===== src/rtl/vram_arb_pkg.sv =====
// Shared types and default sizes for the video SRAM arbiter.
// Access sequencing states and the owner tag of the access in flight.
package vram_arb_pkg;

   localparam int DEF_ADDR_WIDTH = 14;
   localparam int DEF_DATA_WIDTH = 8;
   localparam int DEF_VID_DEPTH  = 2;

   typedef enum logic [1:0] {
      IDLE   = 2'd0,
      SETUP  = 2'd1,
      STROBE = 2'd2
   } state_t;

   typedef enum logic {
      OWN_VID = 1'b0,
      OWN_CPU = 1'b1
   } owner_t;

endpackage


===== src/rtl/vram_vid_fifo.sv =====
// Small power-of-two FIFO holding queued video fetch addresses.
// A push into a full FIFO is dropped and latches a sticky overflow flag.
module vram_vid_fifo #(
   parameter int WIDTH = 14,
   parameter int DEPTH = 2
) (
   input  logic             clock,
   input  logic             reset,
   input  logic             push,
   input  logic             pop,
   input  logic [WIDTH-1:0] din,
   output logic [WIDTH-1:0] dout,
   output logic             full,
   output logic             empty,
   output logic             overflow
);

   localparam int PW = $clog2(DEPTH);
   localparam logic [PW:0] FULL_CNT = (PW+1)'(DEPTH);

   logic [WIDTH-1:0] mem [DEPTH];
   logic [PW-1:0]    wrPtr;
   logic [PW-1:0]    rdPtr;
   logic [PW:0]      count;
   logic             doPush;
   logic             doPop;

   assign empty  = (count == '0);
   assign full   = (count == FULL_CNT);
   assign doPop  = pop && !empty;
   // A simultaneous pop frees the slot, so a push into a full FIFO still fits.
   assign doPush = push && (!full || doPop);
   assign dout   = mem[rdPtr];

   always_ff @(posedge clock) begin
      if (doPush) mem[wrPtr] <= din;
   end

   always_ff @(posedge clock or posedge reset) begin
      if (reset) begin
         wrPtr    <= '0;
         rdPtr    <= '0;
         count    <= '0;
         overflow <= 1'b0;
      end else begin
         if (doPush) wrPtr <= wrPtr + 1'b1;
         if (doPop)  rdPtr <= rdPtr + 1'b1;
         case ({doPush, doPop})
            2'b10:   count <= count + 1'b1;
            2'b01:   count <= count - 1'b1;
            default: count <= count;
         endcase
         if (push && !doPush) overflow <= 1'b1;
      end
   end

endmodule


===== src/rtl/vram_arbiter.sv =====
// Shares one asynchronous video SRAM between the ULA fetch unit (absolute
// priority) and the CPU, using two-cycle SETUP/STROBE accesses.
module vram_arbiter
   import vram_arb_pkg::*;
#(
   parameter int ADDR_WIDTH = DEF_ADDR_WIDTH,
   parameter int DATA_WIDTH = DEF_DATA_WIDTH,
   parameter int VID_DEPTH  = DEF_VID_DEPTH
) (
   input  logic                  clock,
   input  logic                  reset,
   input  logic                  vidReq,
   input  logic                  vidPage,
   input  logic [ADDR_WIDTH-2:0] vidAddr,
   output logic [DATA_WIDTH-1:0] vidData,
   output logic                  vidValid,
   output logic                  vidOverflow,
   input  logic                  cpuReq,
   input  logic                  cpuWr,
   input  logic [ADDR_WIDTH-1:0] cpuAddr,
   input  logic [DATA_WIDTH-1:0] cpuDi,
   output logic [DATA_WIDTH-1:0] cpuDo,
   output logic                  cpuAck,
   output logic [ADDR_WIDTH-1:0] memAddr,
   input  logic [DATA_WIDTH-1:0] memDi,
   output logic [DATA_WIDTH-1:0] memDo,
   output logic                  memOe,
   output logic                  memWe
);

   // CPU handshake: cpuReq is a level held (with stable cpuWr/cpuAddr/cpuDi)
   // until the one-cycle cpuAck pulse; the requester drops it afterwards.
   // Video requests are fire-and-forget strobes answered by one vidValid pulse each.

   state_t                state;
   state_t                nextState;
   owner_t                owner;
   logic                  curWr;
   logic                  decision;
   logic                  vidPending;
   logic                  cpuBlock;
   logic                  grantVid;
   logic                  grantCpu;
   logic                  fifoPush;
   logic                  fifoPop;
   logic                  fifoFull;
   logic                  fifoEmpty;
   logic [ADDR_WIDTH-1:0] fifoHead;
   logic [ADDR_WIDTH-1:0] vidReqAddr;
   logic [ADDR_WIDTH-1:0] vidGrantAddr;

   assign vidReqAddr   = {vidPage, vidAddr};
   assign decision     = (state == IDLE) || (state == STROBE);
   assign vidPending   = !fifoEmpty || vidReq;
   // Keeps a request that is being acknowledged from being granted a second time.
   assign cpuBlock     = ((state == STROBE) && (owner == OWN_CPU)) || cpuAck;
   assign grantVid     = decision && vidPending;
   assign grantCpu     = decision && !vidPending && cpuReq && !cpuBlock;
   assign vidGrantAddr = fifoEmpty ? vidReqAddr : fifoHead;
   assign fifoPop      = grantVid && !fifoEmpty;
   // An empty FIFO with a request at a decision point bypasses storage.
   assign fifoPush     = vidReq && !(grantVid && fifoEmpty);

   vram_vid_fifo #(
      .WIDTH (ADDR_WIDTH),
      .DEPTH (VID_DEPTH)
   ) vidFifo (
      .clock    (clock),
      .reset    (reset),
      .push     (fifoPush),
      .pop      (fifoPop),
      .din      (vidReqAddr),
      .dout     (fifoHead),
      .full     (fifoFull),
      .empty    (fifoEmpty),
      .overflow (vidOverflow)
   );

   always_ff @(posedge clock or posedge reset) begin
      if (reset) state <= IDLE;
      else       state <= nextState;
   end

   always_comb begin
      nextState = state;
      case (state)
         IDLE:    nextState = (grantVid || grantCpu) ? SETUP : IDLE;
         SETUP:   nextState = STROBE;
         STROBE:  nextState = (grantVid || grantCpu) ? SETUP : IDLE;
         default: nextState = IDLE;
      endcase
   end

   // Decoded straight from the state register so reset removes memWe at once.
   always_comb begin
      memOe = ((state == SETUP) || (state == STROBE)) && !curWr;
      memWe = (state == STROBE) && curWr;
   end

   always_ff @(posedge clock or posedge reset) begin
      if (reset) begin
         owner    <= OWN_VID;
         curWr    <= 1'b0;
         memAddr  <= '0;
         memDo    <= '0;
         vidData  <= '0;
         vidValid <= 1'b0;
         cpuDo    <= '0;
         cpuAck   <= 1'b0;
      end else begin
         if (grantVid) begin
            owner   <= OWN_VID;
            curWr   <= 1'b0;
            memAddr <= vidGrantAddr;
         end else if (grantCpu) begin
            owner   <= OWN_CPU;
            curWr   <= cpuWr;
            memAddr <= cpuAddr;
            if (cpuWr) memDo <= cpuDi;
         end
         vidValid <= (state == STROBE) && (owner == OWN_VID);
         cpuAck   <= (state == STROBE) && (owner == OWN_CPU);
         if (state == STROBE) begin
            if (owner == OWN_VID)  vidData <= memDi;
            else if (!curWr)       cpuDo   <= memDi;
         end
      end
   end

   logic unusedFull;
   assign unusedFull = fifoFull;

endmodule

===== config.mk =====
export PLATFORM = sky130hd
export DESIGN_NAME = vram_arbiter
export DESIGN_NICKNAME = d
export VERILOG_FILES = /design/src/rtl/vram_arb_pkg.sv /design/src/rtl/vram_vid_fifo.sv /design/src/rtl/vram_arbiter.sv
export SDC_FILE = /design/constraint.sdc
export NUM_CORES = 1
export LEC_CHECK = 0
export BUFFER_PORTS_ARGS = -buffer_cell sky130_fd_sc_hd__buf_4
export CORE_MARGIN = 2
export CORE_UTILIZATION = 35
export DETAILED_ROUTE_END_ITERATION = 6
export HOLD_SLACK_MARGIN = 0.15
export PLACE_DENSITY = 0.55
export SETUP_SLACK_MARGIN = 0.3
export SYNTH_ARGS = -nofsm -noshare
export SYNTH_HDL_FRONTEND = slang
export SYNTH_SLANG_ARGS = --single-unit

===== constraint.sdc =====
create_clock -name clock -period 5.8 [get_ports clock]
set_input_delay 0.29 -clock clock [delete_from_list [all_inputs] [get_ports clock]]
set_output_delay 0.29 -clock clock [all_outputs]
set_load 0.03 [all_outputs]

# Word-level counts from Yosys, hierarchy flattened
# Memory sizes are Yosys's and may differ from the RTL's.
# Index checks and enable logic that the tools add are counted.
# classes
n_bitwise	3
n_eq_ne	5
add_sub_neg	4
n_mux	12
reduce_logical	35
# ops
operator	count
$mux 14	3
$logic_and 1x1->1	14
$pmux 2 s2	2
$logic_not 1->1	7
$mux 1	7
$eq 2x2->1 const B	3
$logic_or 1x1->1	6
$reduce_and 3->1	2
$eq 2x1->1 const B	2
$logic_not 2->1	2
$reduce_bool 2->1	2
$not 1->1	3
$add 1x1->1 const B	2
$add 2x1->2 const B	1
$reduce_and 2->1	1
$reduce_or 2->1	1
$sub 2x1->2 const B	1
# totals
wordCells	73
inputBits	49
reg_bits	49
mem_count	1
output_inout_bits	43
mem_bits_rw	28
# mem_list
memory	depth	word_bits	rd	rd_ports_with_merged_regs	write_ports	line_no	source
vidFifo.mem	2	14	1	0	1	vram_vid_fifo.sv:21	logic [WIDTH-1:0] mem [DEPTH];

# Longest topological paths before layout
# depth
ltp_word	10
ltp_mapped	8
mapped_depth_nobuf	6

# Modules after synthesis
# Synthesis repeated with hierarchy kept, for this count alone.
# unflattened
hier_cells	235
hier_area_um2	3301.9
# by_module_without_submodules
module	cells_per_inst	n_inst	seq_area_each_um2	area_each_um2
vram_arbiter	163	1	1101.1	2006.9
vram_vid_fifo	72	1	965.9	1295.0

# Worst setup path before layout
# OpenSTA, ideal clock, no wires.
# synth_path
path_kind	flip-flop to flip-flop
from	register state[0]
to	memory vidFifo.mem[1][0], enable pin
arrival_time_ps	1838
setup_ps	384
n_path_buf	0
setup_slack_ps	3577
path_stages_with_launch	7
period_less_slack_ps	2223
required_ps	5416
cell_sequence	dfrtp_1 > inv_1 > ha_1 > nor2_2 > xor2_1 > o21ai_0 > nor2_1
# synth_via
elab_chain_len	9
word_cells_on_any_way	13
classes_between	eq/ne: 1; mux: 2; reduce/logical: 10
# synth_rtl
element	line_no	source
start: declaration	vram_arbiter.sv:35	state_t state;
start signal: assignment	vram_arbiter.sv:81	else state <= nextState;
$eq 2x2->1 or $logic_not 2->1 (tied branches)	vram_arbiter.sv:53	assign decision = (state == IDLE) || (state == STROBE);
$logic_or 1x1->1 *	vram_arbiter.sv:53	
$logic_and 1x1->1 *	vram_arbiter.sv:57	assign grantVid = decision && vidPending;
$logic_and 1x1->1, on equally long branches	vram_arbiter.sv:62, vram_arbiter.sv:60	
$logic_not 1->1 or $logic_and 1x1->1 (tied branches)	vram_arbiter.sv:62, vram_vid_fifo.sv:30	
$logic_and 1x1->1 or $logic_or 1x1->1 (tied branches)	vram_arbiter.sv:62, vram_vid_fifo.sv:32	
$logic_and 1x1->1 *	vram_vid_fifo.sv:32	assign doPush = push && (!full || doPop);
$mux 1 *	vram_vid_fifo.sv:36	if (doPush) mem[wrPtr] <= din;
$mux 1 (not written as such) *	vram_vid_fifo.sv:36	
end: declaration	vram_vid_fifo.sv:21	
# Mark *: on every way between the ends. The rest lies on a longest branch, timed or not.

# Worst setup path after layout
# layout_path
from	register state[0]
to	memory vidFifo.mem[0][3], enable pin
# The elaborated chain is that of the path after synthesis.

==> Flow_metrics.wiki <==
{| class="wikitable"
! Metric !! Value
|-
| Library cell used as clock root buffer || sky130_fd_sc_hd__clkbuf_8
|-
| Starting density of the core || a little over a third
|-
| Crit-path cells || inv_1, ha_1, nor2_2, xor2_1, o21ai_0, nor2_1
|-
| Highest cell delay on the worst timing path || 980 ps
|-
| Max Fclk || 0.3669 GHz
|-
| Setup skew after layout || approximately 12 ps
|-
| Total nets after synthesis || 265
|-
| Clk_lat worst skew || 340 ps
|-
| Core Rows || 34
|-
| Final core occ || 49.47%
|-
| Total number of vias || 2132
|-
| Total global routing track utilization || 14.57%
|-
| Buffers added on ports || 91
|-
| Number of storage elements in the synthesis netlist || slightly below 80
|-
| Pwr dens || between 600 and 700 nW/µm²
|-
| Placed Cells incl. Taps || just over 400
|-
| Crit path buf inv count || 1
|-
| TritonRoute pass-1 iters || 4
|-
| Number of antenna violations at the first check in global routing || 0
|-
| Leakage component of the power || between 1.5 and 2 nW
|-
| Net total in the final layout || roughly 380
|-
| Capturing element type of the critical path || register
|-
| Post-CTS setup buffer count || 0
|-
| Layout area overhead || 36.31%
|-
| Global placement routability congestion || 0.7029
|-
| Area post-placement || roughly 4000 µm²
|-
| ANT nets after route || 0
|-
| Layout cells sized above 1 || 46.79%
|-
| First-pass GRT wire length || between 10 and 15 mm
|-
| Kind of path behind the tightest hold check || input pin to register
|-
| Max-cap check violation count || 0
|-
| Horizontal die dimension || 99.33 µm
|-
| Post-route clock period utilization || 46.99%
|-
| Die outline area || just under 10000 µm²
|-
| Floorplan die height || a little under 100 µm
|-
| Post-synthesis cell area || 3181 µm²
|-
| Post-synth top flop || sky130_fd_sc_hd__dfrtp_1
|-
| Top-level I/O count || just over 90
|-
| Arr. time, crit path || 2680 ps
|-
| Commonest non-fill, non-tap cell in the layout || sky130_fd_sc_hd__buf_4
|-
| Outcome || completed
|-
| TritonCTS buffer count || 9
|-
| Vias in the first global route || between 2000 and 2500
|-
| Highest net fanout along the worst path || 14
|-
| Detailed-route wire length per cell || approximately 16 µm
|-
| Final non-filler cell area || 4335 µm²
|-
| Number of failing hold endpoints at the final stage || 0
|-
| CTS tree || done
|-
| Sequential fraction of the synthesis area || between 60 and 70%
|-
| Placement-stage worst setup slack || 3064 ps
|-
| Count of mapped cells out of synthesis || 212
|-
| RSZ-0062 raised after global routing || false
|-
| Required time at the endpoint of the critical path || ~5800 ps
|-
| Antenna Cells || 0
|-
| Worst VDD drop || about 0.28 mV
|-
| Per-cell via count in the routed design || 4.901
|-
| Mean post-synth cell area || roughly 15 µm²
|-
| Asr flop ratio synth || 63.64%
|-
| Clock-pin slew on the worst setup and hold paths || 80 ps
|-
| Min Clock Period, post-route || 2726 ps
|-
| H-tree levels || 3
|-
| Hpwl dp || 4.560 mm
|-
| Min setup slack post-route || 3074 ps
|-
| Worst Tran Pin Value || 1250 ps
|-
| Number of max-slew violations in the final report || 0
|-
| Number of violations reported at the end of detailed-routing iteration 0 || between 80 and 90
|-
| Slowest CP cell || sky130_fd_sc_hd__nor2_1
|-
| Finish-stage setup viols || 0
|-
| Number of synthesized flops with an enable pin || 28
|-
| Largest net degree at the start of global routing || 50
|-
| Maximum clock insertion buffer count || 2
|-
| Remaining design rule violation count || 0
|-
| Total negative slack for setup checks || 0 ps
|-
| Number of cells in the finished layout apart from fillers || around 440
|-
| Count of distinct cell types in the synthesized netlist || 33
|-
| Highest-count cells in the layout ignoring fill and taps || sky130_fd_sc_hd__buf_4 (93), sky130_fd_sc_hd__dfrtp_1 (49), sky130_fd_sc_hd__mux2_2 (38)
|-
| Detailed-route wire length || approximately 6.9 mm
|-
| Remaining Overflow, GRT || 0
|-
| Yosys warnings || 0
|-
| Dominant delay contributor by cell family on the critical path || simple AND/OR/NAND/NOR gates
|-
| Startpoint kind of the worst setup timing path || register
|-
| Core area || 8763 µm²
|-
| Setup Crit Path Kind || register to register
|-
| Number of clock sinks || 77
|-
| Worst relative slew slack || 16.37%
|}
[final cells by class]
type	count	area (µm²)
fill	800	4428
sequential	77	2067
multi-input combinational	119	1033
timing repair buffer	109	858.3
tap	108	135.1
clock buffer	9	123.9
clock inverter	7	95.09
inverter	6	22.52
[layer usage]
metal	vias to the layer above	GRT usage, %	wire length (µm)
met5	-	0	0
met4	0	5.690	123
met3	11	4.146	352
met2	62	24.12	3380
met1	1057	18.09	3078
li1	1002	-	-
[synth_stat cells, types with 3 or more instances]
cell type	count	area [µm²]
sky130_fd_sc_hd__edfxtp_1	28	840.8
sky130_fd_sc_hd__a21oi_1	3	15.01
sky130_fd_sc_hd__mux2i_1	14	140.1
sky130_fd_sc_hd__ha_1	4	50.05
sky130_fd_sc_hd__dfrtp_1	49	1226
sky130_fd_sc_hd__a221o_1	14	140.1
sky130_fd_sc_hd__mux2_2	38	427.9
sky130_fd_sc_hd__inv_1	6	22.52
sky130_fd_sc_hd__nor2_1	19	71.32
sky130_fd_sc_hd__clkbuf_1	3	11.26
sky130_fd_sc_hd__buf_2	4	20.02
[registers in the layout, indices dropped and copies added, names as in the netlist]
name / cells
vidFifo.mem: 28
owner: 1
cpuDo: 8
vidData: 8
curWr: 1
vidFifo.count: 2
cpuAck: 1
memAddr: 14
vidFifo.rdPtr: 1
vidFifo.overflow: 1
memDo: 8
vidFifo.wrPtr: 1
state: 2
vidValid: 1
[final timing paths]
| path | slack (ps) | from | depth (start not counted) | endpoint |
|---|---|---|---|---|
| setup / recovery | 3070 | state[0]$_DFF_PP0_ | 6 | vidFifo.mem[0][3]$_DFFE_PP_ |
| hold / removal | 170 | cpuDi[3] | 2 | memDo[3]$_DFFE_PP0P_ |
| setup reg to reg | 3070 | state[0]$_DFF_PP0_ | 6 | vidFifo.mem[0][3]$_DFFE_PP_ |
| hold reg to reg | 480 | vidFifo.overflow$_DFFE_PP0P_ | 1 | vidFifo.overflow$_DFFE_PP0P_ |
| max in group asynchronous | 4950 | reset | 2 | cpuAck$_DFF_PP0_ |
| min in group asynchronous | 210 | reset | 2 | memDo[6]$_DFFE_PP0P_ |
[report_power, final]
| part | switching [mW] | internal [mW] |
|---|---|---|
| sequential | 0.137 | 0.803 |
| clock | 0.201 | 0.244 |
| combinational | 0.686 | 0.554 |
| total | 1.02 | 1.60 |
[timing repair]
| item | 4_1_cts | 5_1_grt |
|---|---|---|
| resized for setup | 0 | 0 |
| hold endpoints to repair | 28 | 2 |
| setup endpoints to repair | 0 | 0 |
| hold buffers | 14 | 2 |
[per-stage QoR]
stage | power [mW] | hold WS [ps]
2_1_floorplan | 1.795 | 388.9
3_3_place_gp | 2.187 | 480.8
3_5_place_dp | 2.199 | 476.3
4_1_cts | 2.664 | 151.4
5_1_grt | 2.778 | 152.8
6_report | 2.624 | 171.3
[logic make-up after synthesis]
kind of cell | after synthesis | synth area share (%)
adder cells (fa/ha/maj) | 4 | 1.574
flip-flops | 77 | 64.99
buffers and inverters | 16 | 2.517
XOR/XNOR | 3 | 0.8263
AND/OR/NAND/NOR | 36 | 5.783
multiplexers | 52 | 17.86
AO/OA/AOI/OAI | 24 | 6.452
Power figures use the tool's default switching activity.
